### config.mk
export PLATFORM = sky130hd
export DESIGN_NAME = updown_counter
export DESIGN_NICKNAME = d
export VERILOG_FILES = /design/src/rtl/updown_counter.sv
export SDC_FILE = /design/constraint.sdc
export NUM_CORES = 1
export LEC_CHECK = 0
export CORE_UTILIZATION = 67
export DETAILED_ROUTE_END_ITERATION = 10
export DONT_BUFFER_PORTS = 1
export HOLD_SLACK_MARGIN = 0.1
export PLACE_DENSITY = 0.8
export SYNTH_ARGS = -nofsm -noshare
export SYNTH_HDL_FRONTEND = slang
export SYNTH_SLANG_ARGS = --single-unit
### constraint.sdc
create_clock -name clk -period 3.7 [get_ports clk]
set_clock_uncertainty 0.1 [all_clocks]
set_input_delay 1.11 -clock clk [delete_from_list [all_inputs] [get_ports clk]]
set_output_delay 1.11 -clock clk [all_outputs]
set_load 0.02 [all_outputs]
### src/rtl/updown_counter.sv
// Up/down modulus counter with enable prescaler, synchronous load, wrap/saturate mode and terminal-count pulse.
// Latency: q and tc update on the tick edge; hex is combinational from q.
// Backpressure: none; load overrides a same-edge tick and restarts the prescaler.
module updown_counter #(
  parameter int     WIDTH    = 8,
  parameter longint MODULUS  = longint'(1) << WIDTH,
  parameter int     PRESCALE = 1,
  localparam int    NDIG     = (WIDTH + 3) / 4
) (
  input  logic                clk,
  input  logic                clr,
  input  logic                en,
  input  logic                up,
  input  logic                sat,
  input  logic                load,
  input  logic [WIDTH-1:0]    load_val,
  output logic [WIDTH-1:0]    q,
  output logic                tc,
  output logic [7*NDIG-1:0]   hex
);

  // Largest legal count; held in WIDTH bits so MODULUS = 2**WIDTH never overflows.
  localparam logic [WIDTH-1:0] MAXV    = WIDTH'(MODULUS - 1);
  localparam int               PCW     = (PRESCALE > 1) ? $clog2(PRESCALE) : 1;
  localparam logic [PCW-1:0]   PC_LAST = PCW'(PRESCALE - 1);

  logic [PCW-1:0]    pc;
  logic              tick;
  logic              at_bound;
  logic [WIDTH-1:0]  q_step;
  logic [WIDTH-1:0]  load_clamped;
  logic [4*NDIG-1:0] q_ext;

  // A count step happens on the last enabled prescaler cycle, unless a load claims the edge.
  assign tick = en && !load && (pc == PC_LAST);

  // Next count for a tick, plus whether this tick sits on the bound for the current direction.
  always_comb begin
    at_bound = 1'b0;
    q_step   = q;
    if (up) begin
      if (q < MAXV) begin
        q_step = q + WIDTH'(1);
      end else begin
        at_bound = 1'b1;
        q_step   = sat ? q : '0;
      end
    end else begin
      if (q != '0) begin
        q_step = q - WIDTH'(1);
      end else begin
        at_bound = 1'b1;
        q_step   = sat ? q : MAXV;
      end
    end
  end

  // Out-of-range load values pin to the top of the count range.
  assign load_clamped = (load_val > MAXV) ? MAXV : load_val;

  // Prescaler phase: restarts on load, holds while disabled.
  always_ff @(posedge clk or negedge clr) begin
    if (!clr) begin
      pc <= '0;
    end else if (load) begin
      pc <= '0;
    end else if (en) begin
      if (pc == PC_LAST) pc <= '0;
      else               pc <= pc + PCW'(1);
    end
  end

  // Count register and one-cycle terminal-count pulse.
  always_ff @(posedge clk or negedge clr) begin
    if (!clr) begin
      q  <= '0;
      tc <= 1'b0;
    end else if (load) begin
      q  <= load_clamped;
      tc <= 1'b0;
    end else if (tick) begin
      q  <= q_step;
      tc <= at_bound;
    end else begin
      tc <= 1'b0;
    end
  end

  // Active-low segment pattern (bit 0 = a ... bit 6 = g), lowercase b and d.
  function automatic logic [6:0] seg7(input logic [3:0] v);
    case (v)
      4'h0: seg7 = 7'h40;
      4'h1: seg7 = 7'h79;
      4'h2: seg7 = 7'h24;
      4'h3: seg7 = 7'h30;
      4'h4: seg7 = 7'h19;
      4'h5: seg7 = 7'h12;
      4'h6: seg7 = 7'h02;
      4'h7: seg7 = 7'h78;
      4'h8: seg7 = 7'h00;
      4'h9: seg7 = 7'h10;
      4'hA: seg7 = 7'h08;
      4'hB: seg7 = 7'h03;
      4'hC: seg7 = 7'h46;
      4'hD: seg7 = 7'h21;
      4'hE: seg7 = 7'h06;
      default: seg7 = 7'h0E;
    endcase
  endfunction

  // Top digit of a non-multiple-of-4 width is zero-extended.
  assign q_ext = (4*NDIG)'(q);

  for (genvar g = 0; g < NDIG; g++) begin : g_dig
    assign hex[7*g +: 7] = seg7(q_ext[4*g +: 4]);
  end

endmodule

After elaboration in Yosys (flattened, before gate mapping)
Memories as Yosys holds them, arrays and structs flattened.
Index checks and enable logic that the tools add are counted.
Storage, ports and cells
  memory bits (read-only): 224
  flip-flop bits (word level): 10
  memories: 2
  logic and storage cells: 36
Operators by class
  reduce and logical (&&, ||, !) cells: 7
  bitwise logic cells: 1
  order comparisons: 2
  add/sub/neg operators: 3
  muxes and demuxes: 16
  equality and inequality tests: 2
Memories
  (name not given): words 16, width 7, read ports 1, clocked after memory_dff 0, write ports 0, RTL line 91  | case (v)
  (name not given): words 16, width 7, read ports 1, clocked after memory_dff 0, write ports 0, RTL line 91
Operators by type and width (number)
  $mux W8: 8
  $add A8 B1 Y8 const B: 1
  $gt A8 B8 Y1 const B: 1
  $lt A8 B8 Y1 const B: 1
  $mux W1: 8
  $ne A4 B2 Y1 const B: 2
  $reduce_bool A8 Y1: 1
  $sub A8 B1 Y8 const B: 1
  $reduce_bool A2 Y1: 2
  $reduce_and A3 Y1: 1
  $logic_and A1 B1 Y1: 2
  $add A1 B1 Y1 const B: 1
  $logic_not A1 Y1: 1
  $not A1 Y1: 1

Logic depth before layout (Yosys ltp)
Gate-level depths: netlist (run 1).
  word-level depth: 5
  mapped depth: 8
  gate-level depth less buffers: 7

Least setup slack after synthesis (run 1)
Ideal clock, no wire load.
  path kind: register -> output
  from: register q[4]
  to: output port hex[12]
  required time: 2490 ps
  cell stages (with the launch flop): 5
  buffers on the path: 0
  arrival: 1812 ps
  slack: 678 ps
  cell sequence: dfrtp_1 > clkinv_1 > ha_1 > o21a_1 > o21ai_0
Between the ends
  longest elaborated chain between the ends: 1
RTL lines
  from (decl): RTL line 17  | output logic [WIDTH-1:0] q,
  from (signal assigned): RTL line 79  | q <= load_clamped;
  from (signal assigned): RTL line 82  | q <= q_step;
  $mem_v2 Z16 W7
  to (decl): RTL line 19  | output logic [7*NDIG-1:0] hex
Every way passes these cells.

Worst setup path after layout (run 1)
  from: register q[4]
  to: output port hex[10]
The elaborated chain is that of the path after synthesis.

==> results of run 1 <==
## cells by family (layout without fill, tap and decap cells)
kind of cell,Yosys count,in the layout
flops,9,9
buf+inv,20,18
compound gates,54,54
simple gates,63,63
fa+ha+maj,13,13
mux,8,8
## path summary, 6_finish.rpt
kind | startpoint | endpoint | slack (ps) | cells after the start
min in group clk | q[2]$_DFFE_PN0P_ | q[2]$_DFFE_PN0P_ | 640 | 2
worst min-delay path | clr | q[6]$_DFFE_PN0P_ | 420 | 0
max in group asynchronous | clr | q[0]$_DFFE_PN0P_ | 3000 | 0
worst max-delay path | q[4]$_DFFE_PN0P_ | hex[10] | 200 | 5
worst max register to register | q[4]$_DFFE_PN0P_ | q[6]$_DFFE_PN0P_ | 1080 | 7
worst min register to register | q[2]$_DFFE_PN0P_ | q[2]$_DFFE_PN0P_ | 640 | 2
## power by group through the flow
stage                     clock network [W]  logic, W  registers (W)
after CTS                         0.0000808  0.000250       0.000159
final                             0.0000796  0.000253       0.000160
after floorplan                           0  0.000227       0.000143
after global routing              0.0000836  0.000279       0.000164
after detailed placement                  0  0.000249       0.000161
after global placement                    0  0.000244       0.000160
## cell type report
type / count / area, um2
Timing Repair Buffer: 3 / 22.52
Multi-Input combinational cell: 138 / 945.9
Sequential cell: 9 / 225.2
Inverter: 11 / 41.29
Clock buffer: 4 / 26.28
Fill cell: 148 / 452.9
Tap cell: 25 / 31.28
## registers in the layout (all words and copies together), names as in the netlist
signal  cells
tc          1
q           8
## Yosys cell counts, types with 2 or more instances
cell type / number / area, um2
dfrtp_1: 9 / 225.2
o21ai_0: 13 / 65.06
mux2i_1: 5 / 50.05
nand3_1: 7 / 35.03
o22ai_1: 5 / 31.28
ha_1: 12 / 150.1
o211ai_1: 4 / 30.03
nand3b_1: 2 / 15.01
clkbuf_1: 7 / 26.28
nor2_1: 14 / 52.55
nor3_4: 2 / 32.53
and3_1: 2 / 12.51
nor3_1: 3 / 15.01
inv_1: 10 / 37.54
a21oi_1: 12 / 60.06
nand2b_1: 3 / 18.77
a31oi_1: 4 / 25.02
nand2_1: 15 / 56.30
nor2b_1: 2 / 12.51
nand4_1: 4 / 25.02
o31ai_1: 2 / 15.01
or3_1: 2 / 12.51
a211oi_1: 3 / 22.52
a221oi_1: 2 / 17.52
mux2_2: 2 / 22.52
## stage by stage
stage | util [%] | worst slack [ps] | instance area, um2 | power, W
2_1_floorplan | - | 677.6 | 1255 | 0.0003702
3_3_place_gp | 72.54 | 565.6 | 1266 | 0.0004039
3_5_place_dp | 72.54 | 507.1 | 1266 | 0.0004101
4_1_cts | 74.05 | 209.9 | 1292 | 0.0004900
5_1_grt | 74.05 | 9.601 | 1292 | 0.0005264
6_report | 74.05 | 198.9 | 1292 | 0.0004922
## metal layers
metal / vias to the layer above / GRT usage, % / share of wire [%]
li1: 616 / - / -
met1: 571 / 46.93 / 45
met2: 57 / 50.14 / 45
met3: 5 / 4.400 / 8.7
met4: 0 / 12.73 / 1.3
met5: - / 0 / 0
==> results.yml, run 1 <==
sta:
  setup_viol: 0
  rsz0062_at_grt: "no"
  final_hold_viol_count: 0
  final.setup.tns_ps: 0
  whs_ps: 424.7
  drv_slew: 0
  max_freq_mhz: 285.6
  period_minus_slack_ps: 3501
  tightest_slew_ps: 815.3
  finalCritPeriodShare_pct: 94.63
  slew_headroom_pct: 45.65
clock_network:
  cts_setup_buffers: 0
  cts-hold-fix-buffers: 0
  cts_max_level: 1
  root_buffer: "clkbuf_4"
  path_clk_slew_ps: 60
  clock_latency_ps: 270
  cts_tree: "done"
  cts_resized: 0
  clock_sinks: 9
  clk_path_buf_depth: 2
  cts_buffers: 3
worst_setup_path:
  cpLargestDelayFamily: "flip-flops"
  crit_arrival_ps: 2290
  slowest_stage: "dfrtp_1"
  path_class: "reg -> out"
  cpPeakStageDelay_ps: 600
  critPathBufInv: 1
  end_kind: "primary output"
  start_kind: "register"
  path_cells: "clkinv_1 -> ha_1 -> nor2b_1 -> nor3_1 -> a31oi_1"
  crit_fanout: 13
  crit_required_ps: 2490
power:
  p_int_w: 0.0002393
  combinationalPowerShare_pct: 51.3
  vdd_drop_max_mv: 0.2474
  p_per_area_mw_per_mm2: 380.8
  swShare_pct: 51.37
  clock_power_share_pct: 16.2
  pwr-share-seq_pct: 32.5
  leakagePower_nw: 0.5789
  p_switching_w: 0.0002528
route:
  routed_wl_um: 3035
  wl_per_cell_um: 15.97
  dr.pass1.iters: 4
  drt-initial-drc-count: 40
  vias_per_cell: 6.574
  num_vias: 1249
  drc_errors: 0
  antenna_left: 0
synth:
  synth_cells: 167
  syn-mean-instance-area_um2: 7.515
  synth_ff_type: "dfrtp_1"
  synth_xor_area_share_pct: 0
  synth_cell_types: 46
  yosys.area_share.simple_pct: 27.82
  synth-seq-area-share_pct: 17.95
  synth_edf_count: 0
  synth-compound-area-share_pct: 27.82
  ys_seq_elements: 9
  yosys_warnings: 0
  synthArstFlopShare_pct: 100.0
  synth_area_mm2: 0.001255
  syn_nets: 193
  synthAdderAreaFrac_pct: 12.76
  synth_top_family_by_area: "simple AND/OR/NAND/NOR gates"
  synth_mux_area_share_pct: 6.979
die:
  die_w_um: 45.28
  io_pins: 37
  core_mm2: 0.001745
  start_util_pct: 71.90
  die_area_mm2: 0.002050
  rows: 15
  fp.dieH_um: 45.28
placement:
  dp_hpwl_um: 2256
  place_congestion: 0.8768
  placedCellCount: 186
  port_buffers: 0
finish:
  antennaDiodeCount: 0
  nets: 192
  drive_above_1_share_pct: 10.30
  syn_to_final_growth_pct: 2.991
  layout_common_cells: "nand2_1 (15), nor2_1 (14), o21ai_0 (13)"
  final_common_cell: "nand2_1"
  instances_no_fill: 190
outcome:
  status: "finished clean"
flow_run:
  max-cap-violations: 0
hold_path:
  hold_path_class: "in -> async"
grt:
  grt_util_all_layers_pct: 32.95
  grt_max_degree: 24
  grt_overflow_total: 0
  grt_pass1_wl_um: 4912
  antenna_found_initial: 0
  grt_pass1_vias: 1120
(Power assumes the default switching activity.)
==> run 2, diff against run 1 <==
RECOVER_POWER = 100   (was not set)
==> results.yml, run 2 (same netlist as run 1, synthesis figures left out) <==
outcome:
  status: "finished clean"
finish:
  fillers: 159
  drive_above_1_share_pct: 5.455
  layout_common_cells: "nand2_1 (15), nor2_1 (14), o21ai_0 (13)"
  top_register: "q"
  final_common_cell: "nand2_1"
  syn_to_final_growth_pct: -0.1995
  antennaDiodeCount: 0
  instances_no_fill: 190
  largest_reg_flops: 8
  largestRegisters: "q x8, tc x1"
  nets: 192
clock_network:
  clock_sinks: 9
  cts_max_level: 1
  cts_resized: 0
  cts_setup_buffers: 0
  cts_buffers: 3
  cts-hold-fix-buffers: 0
  root_buffer: "clkbuf_4"
  clock_latency_ps: 270
  cts_tree: "done"
  clk_path_buf_depth: 2
  path_clk_slew_ps: 60
sta:
  drv_slew: 0
  rsz0062_at_grt: "no"
  slew_headroom_pct: 41.97
  final_hold_viol_count: 0
  finalWorstSetupSlack_ps: 199.7
  final.setup.tns_ps: 0
  setup_viol: 0
  tightest_slew_ps: 870.5
  max_freq_mhz: 285.7
  period_minus_slack_ps: 3500
  finalCritPeriodShare_pct: 94.60
worst_setup_path:
  reg2reg_from: "q[2]$_DFFE_PN0P_"
  cpPeakStageDelay_ps: 600
  worst_r2r_path_depth: 6
  crit_required_ps: 2490
  slowest_stage: "dfrtp_1"
  start_kind: "register"
  end_kind: "primary output"
  path_cells: "clkinv_1 -> ha_1 -> nor2b_1 -> nor3_1 -> a31oi_1"
  r2r-end: "q[6]$_DFFE_PN0P_"
  reg2reg_setup_slack_ps: 550
  path_class: "reg -> out"
  crit_arrival_ps: 2290
  crit_fanout: 13
route:
  vias_per_cell: 6.663
  wl_per_cell_um: 15.80
  dr.pass1.iters: 4
  num_vias: 1266
  antenna_left: 0
  routed_wl_um: 3002
  drt-initial-drc-count: 36
  drc_errors: 0
flow_run:
  max-cap-violations: 0
placement:
  dpl_worst_slack_ps: 507.1
  placedCellCount: 186
  dp_hpwl_um: 2256
  place_congestion: 0.8768
  port_buffers: 0
grt:
  grt_overflow_total: 0
  grt_pass1_wl_um: 4912
  antenna_found_initial: 0
  grt_pass1_vias: 1120
  grt_util_all_layers_pct: 32.95
  grt_max_degree: 24
power:
  p_per_area_mw_per_mm2: 383.3
  leakagePower_nw: 0.5413
  vdd_drop_max_mv: 0.2467
die:
  die_area_mm2: 0.002050
  io_pins: 37
  rows: 15
  fp.dieH_um: 45.28
  start_util_pct: 71.90
  die_w_um: 45.28
  core_mm2: 0.001745
hold_path:
  hold_path_class: "in -> async"
## run 2: cell types whose count changed in the layout (fill, tap and decap cells not counted), sizes merged
| cell | previous run | this run |
|---|---|---|
| buf | 3 | 0 |
| clkbuf | 4 | 7 |
## run 2: worst max path at each step
stage / slack (ps) / startpoint / end
after floorplan: 680 / q[4]$_DFFE_PN0P_ / hex[12]
after global routing: 10 / q[4]$_DFFE_PN0P_ / hex[10]
after global placement: 570 / q[4]$_DFFE_PN0P_ / hex[10]
after detailed placement: 510 / q[4]$_DFFE_PN0P_ / hex[10]
final: 200 / q[4]$_DFFE_PN0P_ / hex[10]
after CTS: 210 / q[4]$_DFFE_PN0P_ / hex[10]
## run 2: stage by stage
stage / util, % / area, um2 / hold WS [ps] / power [W]
after floorplan: - / 1255 / 689.7 / 0.0003702
after global placement: 72.54 / 1266 / 605.8 / 0.0004039
after detailed placement: 72.54 / 1266 / 620.2 / 0.0004101
after CTS: 74.05 / 1292 / 423.9 / 0.0004900
after global routing: 71.76 / 1252 / 422.3 / 0.0005163
final: 71.76 / 1252 / 426.6 / 0.0004801
## run 2: layout make-up
class | instances | area, um2 | area share (%)
multi-input combinational | 138 | 917.1 | 73.23
sequential | 9 | 225.2 | 17.98
inverter | 11 | 41.29 | 3.297
tap | 25 | 31.28 | 2.498
clock buffer | 4 | 26.28 | 2.098
timing repair buffer | 3 | 11.26 | 0.8991
## run 2: critical path: cells and delay by family, from the launching register on
kind | cells | cell delay, ps
flops | 1 | 600
compound gates | 1 | 420
fa+ha+maj | 1 | 430
buf+inv | 1 | 410
simple gates | 2 | 160
## run 2: per-layer routing
metal | GRT usage, % | vias up | wire length (um)
li1 | - | 619 | -
met2 | 50.14 | 58 | 1367
met1 | 46.93 | 584 | 1327
met5 | 0 | - | 0
met3 | 4.400 | 5 | 264
met4 | 12.73 | 0 | 43
## run 2: power by group
group | switching, W | leakage, nW | internal [W]
Combinational | 0.000161 | 0.422 | 0.0000810
Clock | 0.0000371 | 0.0150 | 0.0000417
Sequential | 0.0000500 | 0.104 | 0.000109
==> run 3, diff against run 2 <==
CORE_UTILIZATION = 50   (was 67)
PLACE_DENSITY = 0.62   (was 0.8)
==> results.yml, run 3 (same netlist as run 1, synthesis figures left out) <==
clock_network:
  cts_resized: 0
  cts_max_level: 1
  clk_path_buf_depth: 2
  root_buffer: "clkbuf_4"
  clock_sinks: 9
  cts_tree: "done"
  cts_buffers: 3
  cts-hold-fix-buffers: 0
  path_clk_slew_ps: 70
  clock_latency_ps: 260
  cts_setup_buffers: 0
route:
  routed_wl_um: 3249
  drc_errors: 0
  dr.pass1.iters: 4
  vias_per_cell: 6.402
  num_vias: 1242
  wl_per_cell_um: 16.75
  antenna_left: 0
  drt-initial-drc-count: 34
sta:
  slew_headroom_pct: 45.70
  finalCritPeriodShare_pct: 90.64
  final.setup.tns_ps: 0
  rsz0062_at_grt: "no"
  setup_viol: 0
  final_hold_viol_count: 0
  tightest_slew_ps: 814.5
  period_minus_slack_ps: 3354
  max_freq_mhz: 298.2
  drv_slew: 0
power:
  p_switching_w: 0.0002483
  combinationalPowerShare_pct: 50.7
  p_per_area_mw_per_mm2: 381.8
  swShare_pct: 51.10
  vdd_drop_max_mv: 0.2549
  pwr-share-seq_pct: 33.4
  leakagePower_nw: 0.5582
  clock_power_share_pct: 15.9
  p_int_w: 0.0002376
hold_path:
  hold_path_class: "in -> async"
flow_run:
  max-cap-violations: 0
grt:
  grt_util_all_layers_pct: 26.76
  grt_overflow_total: 0
  grt_pass1_vias: 1119
  grt_max_degree: 24
  grt_pass1_wl_um: 5299
  antenna_found_initial: 0
worst_setup_path:
  path_class: "reg -> out"
  worst_r2r_path_depth: 6
  crit_arrival_ps: 2140
  r2r-end: "q[6]$_DFFE_PN0P_"
  crit_required_ps: 2490
  path_cells: "inv_1 -> ha_1 -> o211a_1 -> a31oi_1"
  reg2reg_from: "q[2]$_DFFE_PN0P_"
  slowest_stage: "dfrtp_1"
  cpPeakStageDelay_ps: 650
  reg2reg_setup_slack_ps: 540
  start_kind: "register"
  crit_fanout: 11
  end_kind: "primary output"
die:
  io_pins: 37
  die_area_mm2: 0.002714
  fp.dieH_um: 52.10
  start_util_pct: 54.63
  rows: 17
  core_mm2: 0.002297
  die_w_um: 52.10
placement:
  port_buffers: 0
  place_congestion: 0.8611
  dp_hpwl_um: 2493
  placed_area_mm2: 0.001277
finish:
  nets: 193
  final_common_cell: "nand2_1"
  antennaDiodeCount: 0
  top_register: "q"
  largest_reg_flops: 8
  layout_common_cells: "nand2_1 (15), nor2_1 (14), o21ai_0 (13)"
  syn_to_final_growth_pct: 1.396
  largestRegisters: "q x8, tc x1"
  drive_above_1_share_pct: 7.831
  stdcell_area_mm2: 0.001272
outcome:
  status: "finished clean"
-- run 3: stage by stage --
stage	hold WS, ps	setup slack [ps]	cells	util (%)	total power (W)
2_1_floorplan	689.7	677.6	167	-	0.0003702
3_3_place_gp	670.9	717.5	190	55.61	0.0004117
3_5_place_dp	688.6	631.2	190	55.61	0.0004151
4_1_cts	435.2	346.6	194	56.75	0.0004942
5_1_grt	413.8	208.6	194	55.39	0.0005298
6_report	440.4	346.5	194	55.39	0.0004859
-- run 3: cell type report --
class                           count  area [um2]
Tap cell                           28       35.03
Multi-Input combinational cell    138       920.9
Clock buffer                        4       26.28
Timing Repair Buffer                4       23.77
Inverter                           11       41.29
Sequential cell                     9       225.2
Fill cell                         227        1025
-- run 3: worst max-delay path by stage --
stage / endpoint / slack, ps / depth (start not counted) / from
6_report: hex[3] / 350 / 4 / q[0]$_DFFE_PN0P_
5_1_grt: hex[3] / 210 / 4 / q[0]$_DFFE_PN0P_
4_1_cts: hex[3] / 350 / 4 / q[0]$_DFFE_PN0P_
3_5_place_dp: hex[3] / 630 / 4 / q[0]$_DFFE_PN0P_
3_3_place_gp: hex[3] / 720 / 4 / q[0]$_DFFE_PN0P_
2_1_floorplan: hex[12] / 680 / 4 / q[4]$_DFFE_PN0P_
-- run 3: metal layers --
layer  track usage, %  vias to the layer above  share of wire [%]
li1                 -                      620                  -
met1            39.53                      572                 48
met2            38.89                       48                 44
met3            3.509                        2                7.6
met4            9.910                        0               0.68
met5                0                        -                  0
-- run 3: power groups by stage --
| stage | Combinational, W | Sequential [W] | Clock, W |
|---|---|---|---|
| 2_1_floorplan | 0.000227 | 0.000143 | 0 |
| 3_3_place_gp | 0.000249 | 0.000163 | 0 |
| 3_5_place_dp | 0.000251 | 0.000165 | 0 |
| 4_1_cts | 0.000252 | 0.000162 | 0.0000800 |
| 5_1_grt | 0.000273 | 0.000168 | 0.0000886 |
| 6_report | 0.000246 | 0.000162 | 0.0000771 |
-- run 3: worst max-delay path: cells and delay by family, from the launching register on --
family	cells	cell delay, ps
flops	1	650
compound gates	2	630
fa+ha+maj	1	390
buf+inv	1	220
